$ cat config.mk
export PLATFORM = sky130hd
export DESIGN_NAME = life_loader
export DESIGN_NICKNAME = d
export VERILOG_FILES = /design/src/rtl/life_pkg.sv /design/src/rtl/life_loader.sv
export SDC_FILE = /design/constraint.sdc
export NUM_CORES = 1
export LEC_CHECK = 0
export BUFFER_PORTS_ARGS = -buffer_cell sky130_fd_sc_hd__clkbuf_2
export CAP_MARGIN = 20
export CELL_PAD_IN_SITES_DETAIL_PLACEMENT = 0
export CELL_PAD_IN_SITES_GLOBAL_PLACEMENT = 1
export CORE_MARGIN = 2
export CORE_UTILIZATION = 30
export CTS_BUF_LIST = sky130_fd_sc_hd__clkbuf_4 sky130_fd_sc_hd__clkbuf_8
export DETAILED_ROUTE_END_ITERATION = 7
export PLACE_DENSITY = 0.61
export SETUP_SLACK_MARGIN = 0.1
export SLEW_MARGIN = 25
export SYNTH_ARGS = -nofsm -noshare
export SYNTH_HDL_FRONTEND = slang
export SYNTH_SLANG_ARGS = --single-unit
$ cat constraint.sdc
create_clock -name clk -period 1.8 [get_ports clk]
set_input_delay 0.09 -clock clk [delete_from_list [all_inputs] [get_ports clk]]
set_output_delay 0.09 -clock clk [all_outputs]
set_load 0.005 [all_outputs]
$ cat src/rtl/life_pkg.sv
// Shared constants and state encoding for the Life column grid and its loader.
package life_pkg;

    localparam int LIFE_ROWS  = 4;
    localparam int LIFE_ROW_W = 2;

    typedef enum logic {
        ST_IDLE = 1'b0,
        ST_LOAD = 1'b1
    } life_state_e;

endpackage

$ cat src/rtl/life_loader.sv
// Serial pattern loader and generation run controller for a row of life_col4
// columns. Bits stream in column-major order (column 0 rows 0..3 first) and are
// written through the shared column write port; while idle, run/step gate the
// generation enable. A write and an enable are never active in the same cycle.
module life_loader
    import life_pkg::*;
#(
    parameter int COLS  = 4,
    parameter int COL_W = $clog2(COLS)
) (
    input  logic                  clk,
    input  logic                  reset,
    input  logic                  start,
    input  logic                  bit_in,
    input  logic                  bit_valid,
    output logic                  bit_ready,
    input  logic                  run,
    input  logic                  step,
    output logic                  write_enb,
    output logic                  val,
    output logic [LIFE_ROW_W-1:0] row,
    output logic [COLS-1:0]       col_sel,
    output logic                  enable,
    output logic                  busy,
    output logic                  done
);

    life_state_e           state_q, state_d;
    logic [LIFE_ROW_W-1:0] row_cnt;
    logic [COL_W-1:0]      col_cnt;
    logic                  accept;
    logic                  last_bit;
    logic                  row_last;
    logic                  col_last;

    assign row_last = (row_cnt == LIFE_ROW_W'(LIFE_ROWS - 1));
    assign col_last = (col_cnt == COL_W'(COLS - 1));

    // State register.
    always_ff @(posedge clk or negedge reset) begin
        if (!reset) state_q <= ST_IDLE;
        else        state_q <= state_d;
    end

    // Next state plus the combinational handshake/status outputs.
    always_comb begin
        state_d   = state_q;
        bit_ready = 1'b0;
        busy      = 1'b0;
        accept    = 1'b0;
        last_bit  = 1'b0;
        case (state_q)
            ST_IDLE: begin
                if (start) state_d = ST_LOAD;
            end
            ST_LOAD: begin
                bit_ready = 1'b1;
                busy      = 1'b1;
                accept    = bit_valid;
                last_bit  = bit_valid && row_last && col_last;
                if (last_bit) state_d = ST_IDLE;
            end
            default: state_d = ST_IDLE;
        endcase
    end

    // Row/column position of the next bit; restarted at every start so a load
    // cut short by reset begins again at column 0, row 0.
    always_ff @(posedge clk or negedge reset) begin
        if (!reset) begin
            row_cnt <= '0;
            col_cnt <= '0;
        end else if (state_q == ST_IDLE && start) begin
            row_cnt <= '0;
            col_cnt <= '0;
        end else if (accept) begin
            row_cnt <= row_cnt + 1'b1;
            if (row_last) col_cnt <= col_last ? '0 : col_cnt + 1'b1;
        end
    end

    // Registered column write port: one-cycle latency from bit acceptance.
    // Address and value hold through LOAD gaps and clear once back in IDLE.
    always_ff @(posedge clk or negedge reset) begin
        if (!reset) begin
            write_enb <= 1'b0;
            val       <= 1'b0;
            row       <= '0;
            col_sel   <= '0;
        end else if (accept) begin
            write_enb <= 1'b1;
            val       <= bit_in;
            row       <= row_cnt;
            col_sel   <= COLS'(1) << col_cnt;
        end else if (state_q == ST_LOAD) begin
            write_enb <= 1'b0;
        end else begin
            write_enb <= 1'b0;
            val       <= 1'b0;
            row       <= '0;
            col_sel   <= '0;
        end
    end

    // Generation enable and load-complete pulse; start beats run/step.
    always_ff @(posedge clk or negedge reset) begin
        if (!reset) begin
            enable <= 1'b0;
            done   <= 1'b0;
        end else begin
            enable <= (state_q == ST_IDLE) && !start && (run || step);
            done   <= last_bit;
        end
    end

endmodule

Word level (Yosys, flattened, before mapping)
Cells that the tools add are included.

Add/sub/neg operators: 2. Shift-type cells: 1. Reductions and logical operators: 10. Equal/unequal tests: 3. Bitwise operators: 1. Mux-type cells: 19.

Operators with widths (count): two-way mux 2 bit (8); two-way mux 1 bit (8); two-way mux 4 bit (2); logical AND 1 bit (5); adder 2 x 1 -> 2 bit, second input constant (2); == test 2 bit, second input constant (2); nonzero test 2 bit (2); left shift 1 x 2 -> 4 bit, first input constant (1); inequality test 2 x 1 -> 1 bit, second input constant (1); one-hot mux 1 bit (2 select lines) (1); AND reduction 2 bit (1); logical NOT 1 bit (1); logical OR 1 bit (1); inverter 1 bit (1).

Input port bits: 7. Bits in registers: 15. Word-level logic and storage cells: 45.

Longest topological paths before layout
Gate-level depths: netlist of run 1.

Depth in word-level cells: 5. Mapped depth: 4. Gate-level depth less buffers: 4.

Worst setup path before layout of run 1
Ideal clock, no wire load.

Path type: register to register. From: register col_cnt[0]. To: register col_cnt[0]. Path slack: 0.520 ns. Stages on the path, launching flop included: 4. Arrival time: 1.211 ns. Path buffers: 0. Data required time: 1.731 ns. Cells stage by stage: dfrtp_1 -> ha_1 -> or4b_1 -> nand3_1.

Cells in the longest elaborated chain, start to end: 5.

Ends and longest elaborated chain: start, declared (line life_loader.sv:30) `logic [COL_W-1:0] col_cnt;`; start signal, assigned (line life_loader.sv:78) `if (row_last) col_cnt <= col_last ? '0 : col_cnt + 1'b1;`; adder 2 x 1 -> 2 bit / == test 2 bit (equally long branches) (line life_loader.sv:78, life_loader.sv:37); two-way mux 2 bit (*) (2 in series) (line life_loader.sv:78); two-way mux 2 bit (*) (line life_loader.sv:76) `end else if (accept) begin`; two-way mux 2 bit (*) (line life_loader.sv:73) `end else if (state_q == ST_IDLE && start) begin`.

Mark *: on every way between the ends. The rest lies on a longest branch, timed or not. The select of a mux whose other input is x is not followed. A chain may end at the register's enable or synchronous reset.

Final worst setup path of run 1
Same ends and word-level chain as after synthesis.

==> flow_results.org, run 1 <==
** Flow run
- Max-cap violations :: 0

** Place
- Port Buf Inserts :: 18
- Placer congestion estimate :: 0.665
- Placed wire-length estimate after detailed placement :: about 860 um

** Floorplanning
- Die Span Y :: 52.0 um
- From left edge to right edge, the die measures 52.0 um.
- Pin placement for this block handled 19 I/O pins.
- For this configuration, the core starts out at a cell density of 0.316.
- Area of the die :: about 0.0027 mm^2
- The floorplan has 17 rows.
- The floorplan step defined a core boundary enclosing approximately 0.0022 mm^2.

** Outcome
- The run finished with clean final reports.

** Logic synthesis
- Post-synthesis sequential area ratio :: 0.542
- The share of synthesized area in the top cell type comes to 0.542.
- Post-Syn Instances :: 58
- For this run, the number of Yosys warnings is 0.
- Cell type with the highest aggregate area in the netlist :: sky130_fd_sc_hd__dfrtp_1
- Number of storage elements in the synthesis netlist :: 15
- Counting every net in the synthesized netlist gives 70.
- After synthesis the cells add up to 692 um^2.
- Per-instance average area after synthesis :: 11.9 um^2
- After synthesis, the netlist uses 17 different library cells.
- Top cells by area in the synthesized netlist :: sky130_fd_sc_hd__dfrtp_1 54%, sky130_fd_sc_hd__mux2i_1 10%, sky130_fd_sc_hd__ha_1 9.0%, sky130_fd_sc_hd__nor2b_1 6.3%, sky130_fd_sc_hd__nand3_1 2.9%

** Hold path
- The tightest min-delay check is of the input pin to flop type.
- In this run the most critical hold path is launched from step.

** Drt
- For this block, the routed nets add up to 1210 um of wire.
- After detailed routing, the number of remaining DRC violations is 0.
- Via count :: ~470
- Antenna-violating nets left :: 0
- After detailed routing, the number of vias per cell comes to 4.38.
- Count of TritonRoute iterations in the first routing pass :: 3
- In the final routed layout, each cell accounts on average for 11.2 um.
- DRT iter0 DRCs :: 2

** Clock tree
- Maximum level of the CTS H-tree :: 1
- # clock sinks :: 15
- Worst-path clk slew :: around 90 ps
- Worst-Skew Late Latency :: around 280 ps
- In this run, post-CTS hold repair placed 2 buffers.
- After clock tree synthesis, the setup repair step added 0 buffers.
- In this run the deepest clock path goes through 2 buffers.
- The root buffer cell chosen for the clock tree is sky130_fd_sc_hd__clkbuf_4.
- Post-cts gate resize count :: 0
- CTS tree :: built
- Inserted Clock Buffers :: 3

** Final layout
- Net count reported at finish :: 93
- Total inserted antenna cells :: 0
- Leaving out fill and tap cells, the most frequent cell in the layout is sky130_fd_sc_hd__clkbuf_2.
- Commonest cells after routing, fill and taps aside :: 18 x sky130_fd_sc_hd__clkbuf_2, 15 x sky130_fd_sc_hd__dfrtp_1, 7 x sky130_fd_sc_hd__mux2i_1, 7 x sky130_fd_sc_hd__nor2b_1, 5 x sky130_fd_sc_hd__ha_1
- In the final layout, the share of cells above drive strength 1 is 0.300.
- Area overhead of the layout relative to synthesis :: 23.7%

** Worst setup path
- In this run the worst setup path terminates at col_cnt[0]$_DFFE_PN0P_.
- Crit path launch :: col_cnt[0]$_DFFE_PN0P_
- List of cells traversed by the critical path :: ha_1 -> or4b_1 -> nand3_1
- The largest individual stage delay along the critical path comes from the cell sky130_fd_sc_hd__or4b_1.
- Kind of cell with the highest combined delay on the critical path :: simple AND/OR/NAND/NOR gates
- For the worst setup path, the data arrival time is between 1500 and 2000 ps.
- The worst setup path is of the flop to flop kind.
- For this run, the slowest stage of the critical path takes 510 ps.
- Worst Path Buf+Inv :: 0
- For the worst setup path, the data required time is 2020 ps.
- Length in cells of the worst reg-to-reg path :: 3
- STA classifies the critical path startpoint as a flop.
- Across all register-to-register paths, the minimum setup slack is 440 ps.
- Critical-path maximum fanout :: 6
- The worst setup path is captured at a flop.
- The worst register-to-register path begins at col_cnt[0]$_DFFE_PN0P_.
- The endpoint identified for the worst register-to-register timing path is col_cnt[0]$_DFFE_PN0P_.
- Stages on the worst setup path :: 3

** Pwr
- Total power per unit cell area :: 1310 mW/mm^2
- Summing internal, switching and leakage power gives 1.12 mW.
- Static leakage power :: 0.440 nW
- Largest vdd supply drop :: 607 uV

** GRT
- Vias in the first global route :: 459
- Leftover overflow at the end of global routing :: 0
- Total Routing Usage GR :: 0.115
- Entering global routing, the biggest net connects 16 pins.
- The first global-routing pass estimated ~2200 um of wire.
- The initial antenna violation count is 0.

** Timing
- Final clock period utilization by the worst path :: 0.756
- Remaining max-slew budget at the tightest pin :: 0.723
- Worst Tran Pin Value :: between 400 and 500 ps
- Setup violations remaining at the end of the flow were counted as 0.
- Setup repair after global routing left no endpoint under its margin.
- Final-report max-slew violation count :: 0
- Subtracting the final worst setup slack from the clock period gives ~1400 ps.
- After routing, the total negative slack on setup checks comes to 0 ps.
- Across the routed clock network, the largest skew measured is 2.46 ps.
- Final-report hold violation count :: 0
- Timing would allow up to roughly 0.74 GHz.
-- state kept, by name, summed over array words and instances, names as in the netlist --
name,count
done,1
state_q,1
row,2
write_enb,1
col_cnt,2
enable,1
val,1
row_cnt,2
col_sel,4
-- per-layer routing --
layer | vias to the layer above | global-route usage | wire length, um
met4 | 0 | 0.0658 | 17
met2 | 18 | 0.173 | 561
li1 | 239 | - | -
met1 | 214 | 0.129 | 522
met3 | 2 | 0.0575 | 111
met5 | - | 0 | 0
-- per-stage QoR --
| step | cells | worst slack, ps | hold slack [ps] | cell area (um^2) | utilization |
|---|---|---|---|---|---|
| floorplan | 58 | 520 | -206 | 692 | - |
| global placement | 102 | 490 | 31.2 | 806 | 0.368 |
| detailed placement | 102 | 464 | 30.5 | 806 | 0.368 |
| CTS | 108 | 447 | 4.30 | 856 | 0.391 |
| global route | 108 | 380 | 4.94 | 856 | 0.391 |
| finish | 108 | 440 | 17.2 | 856 | 0.391 |
-- cell families after synthesis --
kind of cell | Yosys count | synth area share
XOR/XNOR | 1 | 0.0127
AO/OA/AOI/OAI | 3 | 0.0362
multiplexers | 8 | 0.118
adder cells (fa/ha/maj) | 5 | 0.0904
flip-flops | 15 | 0.542
AND/OR/NAND/NOR | 21 | 0.163
buffers and inverters | 5 | 0.0380
-- cell type report --
cell class | count | area, um^2
Timing Repair Buffer | 21 | 118
Multi-Input combinational cell | 38 | 290
Inverter | 2 | 7.51
Tap cell | 28 | 35.0
Sequential cell | 15 | 375
Fill cell | 223 | 1340
Clock buffer | 4 | 30.0
-- how the worst min path moves through the flow --
stage	to	slack, ps	depth (start not counted)
global route	enable$_DFF_PN0_	5	2
detailed placement	col_sel[2]$_DFFE_PN0P_	30	1
floorplan	col_cnt[0]$_DFFE_PN0P_	-210	0
finish	enable$_DFF_PN0_	20	2
global placement	val$_DFFE_PN0P_	30	1
CTS	enable$_DFF_PN0_	4	2
-- cells in the mapped netlist --
master                     number
sky130_fd_sc_hd__nand3_1        4
sky130_fd_sc_hd__nand4_1        1
sky130_fd_sc_hd__nand2_1        4
sky130_fd_sc_hd__inv_1          2
sky130_fd_sc_hd__mux2_2         1
sky130_fd_sc_hd__o21a_1         1
sky130_fd_sc_hd__clkbuf_1       1
sky130_fd_sc_hd__ha_1           5
sky130_fd_sc_hd__xor2_1         1
sky130_fd_sc_hd__a22o_1         2
sky130_fd_sc_hd__mux2i_1        7
sky130_fd_sc_hd__nor2_1         3
sky130_fd_sc_hd__and2_1         1
sky130_fd_sc_hd__nor2b_1        7
sky130_fd_sc_hd__or4b_1         1
sky130_fd_sc_hd__buf_4          2
sky130_fd_sc_hd__dfrtp_1       15
-- power breakdown --
group / total, mW / switching (mW) / internal (mW)
combinational: 0.362 / 0.160 / 0.201
clock: 0.207 / 0.106 / 0.101
sequential: 0.548 / 0.0950 / 0.453
Power figures use the tool's default switching activity.
==> run 2, diff against run 1 <==
--- a/config.mk
+++ b/config.mk
@@ -5,6 +5,7 @@
 export SDC_FILE = /design/constraint.sdc
 export NUM_CORES = 1
 export LEC_CHECK = 0
+export ABC_AREA = 1
 export BUFFER_PORTS_ARGS = -buffer_cell sky130_fd_sc_hd__clkbuf_2
 export CAP_MARGIN = 20
 export CELL_PAD_IN_SITES_DETAIL_PLACEMENT = 0
@@ -13,7 +14,7 @@
 export CORE_UTILIZATION = 30
 export CTS_BUF_LIST = sky130_fd_sc_hd__clkbuf_4 sky130_fd_sc_hd__clkbuf_8
 export DETAILED_ROUTE_END_ITERATION = 7
-export PLACE_DENSITY = 0.61
+export PLACE_DENSITY = 0.63
 export SETUP_SLACK_MARGIN = 0.1
 export SLEW_MARGIN = 25
 export SYNTH_ARGS = -nofsm -noshare
==> constraint.sdc (replaced) <==
create_clock -name clk -period 1.38 [get_ports clk]
set_input_delay 0.069 -clock clk [delete_from_list [all_inputs] [get_ports clk]]
set_output_delay 0.069 -clock clk [all_outputs]
set_load 0.005 [all_outputs]
==> flow_results.org, run 2 <==
** Logic synthesis
- Simple-gate share of the synthesized area :: 0.133
- The compound-cell area share of the yosys netlist was 0.107.
- Post-synthesis adder-cell area fraction :: 0.0938
- Number of distinct library cells after synthesis :: 14
- Of the total synthesized cell area, the portion taken by XOR and XNOR cells is 0.
- Counting flops and latches in the post-synthesis netlist gives 15.
- Post-Syn Instances :: 69
- After synthesis the cells add up to 667 um^2.
- After synthesis, the most frequently instantiated cells are 15 x sky130_fd_sc_hd__dfrtp_1, 15 x sky130_fd_sc_hd__inv_1, 15 x sky130_fd_sc_hd__nand2_1, 5 x sky130_fd_sc_hd__ha_1, 4 x sky130_fd_sc_hd__o21ai_2.
- After synthesis, the share of cell area in mux cells is 0.
- The synthesized design spends more area on one cell type than any other, namely sky130_fd_sc_hd__dfrtp_1.
- Per-instance average area after synthesis :: 9.67 um^2
- Post-synthesis net count :: 81
- Async set-reset flop share out of synthesis :: 1.00
- Number of warning messages in the yosys log :: 0
- Of the synthesized area, sequential elements account for 0.563.
- Yosys mapped a number of flops with a built-in enable equal to 0.
- Top cells by area in the synthesized netlist :: sky130_fd_sc_hd__dfrtp_1 56%, sky130_fd_sc_hd__ha_1 9.4%, sky130_fd_sc_hd__inv_1 8.4%, sky130_fd_sc_hd__nand2_1 8.4%, sky130_fd_sc_hd__o21ai_2 5.3%
- After synthesis, the largest family of logic cells by area is simple AND/OR/NAND/NOR gates.
- Yosys top cell area share :: 0.563
- In the synthesized netlist the dominant register cell turns out to be sky130_fd_sc_hd__dfrtp_1.

** Hold path
- The startpoint identified for the worst hold timing path is start.
- Class of the tightest hold or removal check :: input pin to flop
- The worst hold path was traced through 3 stages.
- Hold worst-path end :: enable$_DFF_PN0_

** Worst setup path
- For the worst setup path, the data required time is 1540 ps.
- CP Class :: flop to flop
- Critical path endpoint category :: flop
- Critical-path maximum fanout :: 7
- RR Endpoint :: row_cnt[1]$_DFFE_PN0P_
- STA puts the critical path data arrival time at 1230 ps.
- Worst reg-to-reg setup slack :: 320 ps
- The worst setup path is launched from a flop.
- Start of the worst register-to-register path :: state_q$_DFF_PN0_
- Measured in cells, the most critical reg-to-reg path has a length of 4.

** Floorplanning
- Floorplan Core Area :: about 0.0021 mm^2
- Initial core utilization :: 0.310
- The die covers 0.00262 mm^2.
- The initialized floorplan defines 17 standard-cell rows.
- For this design the top-level I/O count stands at 19.
- Die Span Y :: 51.2 um
- Overall die width :: between 50 and 60 um

** Place
- Placed wire-length estimate after detailed placement :: between 800 and 900 um
- The count of buffers added on input and output ports is 18.
- Placer congestion estimate :: roughly 0.68
- Post-place setup slack :: 182 ps
- Once placement finished, the instance area stood at 779 um^2.

** Timing
- Number of endpoints failing setup at the final stage :: 0
- Worst-case setup margin in the final layout :: 317 ps
- Final critical delay including setup and external delays :: 1060 ps
- Final-report max-slew violation count :: 0
- After routing, the total negative slack on setup checks comes to 0 ps.
- For the final database, setup skew stands at between 5 and 6 ps.
- Setup repair after global routing left no endpoint under its margin.
- Final worst hold slack :: about 53 ps
- Derived from the worst setup path, the maximum achievable clock frequency is 0.941 GHz.
- Final-report hold violation count :: 0
- In this run the tightest slew margin relative to its limit is 0.751.
- Final clock period utilization by the worst path :: 0.770
- Worst Tran Pin Value :: approximately 370 ps

** Flow run
- The tool flagged a number of max-cap violations equal to 0.

** Clock tree
- TritonCTS built the clock tree.
- Worst-Skew Late Latency :: 280 ps
- The longest clock path from root to sink contains 2 buffers.
- Maximum level of the CTS H-tree :: 1
- Once the clock tree was built, the setup fixing pass inserted 0 buffers.
- Root Buffer :: sky130_fd_sc_hd__clkbuf_4
- Worst-path clk slew :: 80 ps
- # clock sinks :: 15
- In this run, CTS created clock tree buffers numbering 3.

** Final layout
- Ratio of cells with drive above 1 in the final layout :: 0.280
- Leaving out fill and tap cells, the most frequent cells in the layout are 18 x sky130_fd_sc_hd__clkbuf_2, 15 x sky130_fd_sc_hd__nand2_1, 15 x sky130_fd_sc_hd__inv_1, 15 x sky130_fd_sc_hd__dfrtp_1, 5 x sky130_fd_sc_hd__ha_1.
- After routing the design area is 850 um^2.
- The library cell used most frequently in the layout, excluding fill and tap cells, is sky130_fd_sc_hd__clkbuf_2.
- Net count reported at finish :: roughly 110
- Once layout is complete, the utilization of the core stands at 0.395.
- From synthesis to final layout, the design area changed by 27.4%.
- Ranked by flip-flop count, first place goes to col_sel.
- The register with the most flip-flops in the layout has 4 of them.
- Total inserted antenna cells :: 0

** GRT
- In the global route stage, overall resource usage came out at 0.101.
- Entering global routing, the biggest net connects 16 pins.
- Summed over all layers, the global routing overflow is 0.
- Vias in the first global route :: about 430
- The initial antenna violation count was 0.
- First-pass GRT wire length :: roughly 1900 um

** Drt
- The detail route stage leaves a number of antenna-violating nets equal to 0.
- Vias per Instance :: ~4.2
- Remaining design rule violation count :: 0
- Final WL :: 1170 um
- After the first detailed-routing iteration, the DRC count stood at 15.
- Via count :: 509
- Count of TritonRoute iterations in the first routing pass :: 4
- Average wire per standard cell :: 9.70 um

** Pwr
- In this run the power density over the cells is about 1600 mW/mm^2.
- Largest vdd supply drop :: 538 uV
- In this run the static leakage power is 0.466 nW.

** Outcome
- The run finished with clean final reports.
-- run 2: cell types whose count changed after synthesis, sizes merged, moves of 2 or more --
cell   delta
a22o      -2
inv      +13
nor2b     -7
nand2    +11
o22ai     +3
nand3     -2
o21ai     +6
mux2i     -7
-- run 2: power by group --
part | switching, mW | internal (mW)
Clock | 0.139 | 0.132
Combinational | 0.228 | 0.187
Sequential | 0.0802 | 0.567
Total | 0.448 | 0.886
-- run 2: routing by layer --
layer | track usage | share of wire
met1 | 0.144 | 0.47
met2 | 0.145 | 0.48
met3 | 0.00877 | 0.025
met4 | 0.0676 | 0.028
met5 | 0 | 0
-- run 2: worst max-delay path by stage --
stage,slack (ps),cells after the start,start,end
after floorplan,420,4,state_q$_DFF_PN0_,col_sel[3]$_DFFE_PN0P_
after global placement,210,3,state_q$_DFF_PN0_,row[0]$_DFFE_PN0P_
after detailed placement,180,3,state_q$_DFF_PN0_,col_sel[3]$_DFFE_PN0P_
after CTS,170,3,state_q$_DFF_PN0_,col_sel[3]$_DFFE_PN0P_
after global routing,200,4,state_q$_DFF_PN0_,row_cnt[0]$_DFFE_PN0P_
final,320,4,state_q$_DFF_PN0_,row_cnt[1]$_DFFE_PN0P_
-- run 2: per-stage QoR --
step           total power, mW  instances
2_1_floorplan            0.917         69
3_3_place_gp              1.07        113
3_5_place_dp              1.07        113
4_1_cts                   1.36        121
5_1_grt                   1.46        121
6_report                  1.33        121
-- run 2: critical path: stages (launching register included) --
cell	delay, ps
sky130_fd_sc_hd__dfrtp_1	420
sky130_fd_sc_hd__nand2_1	210
sky130_fd_sc_hd__inv_1	160
sky130_fd_sc_hd__nand2_1	80
sky130_fd_sc_hd__o21ai_0	70
-- run 2: timing repair --
item | CTS | global route
hold endpoints to repair | 17 | 0
hold buffers | 4 | 0
resized for setup | 0 | 1
endpoints found under the setup margin | 0 | 3
-- run 2: layout make-up --
cell class	count	area (um^2)
multi-input combinational	37	223
inverter	15	56.3
sequential	15	375
clock buffer	4	30.0
timing repair buffer	22	130
tap	28	35.0
fill	218	1300
-- run 2: cells by family after synthesis --
group | Yosys count
compound gates | 10
fa+ha+maj | 5
buf+inv | 17
flops | 15
simple gates | 22
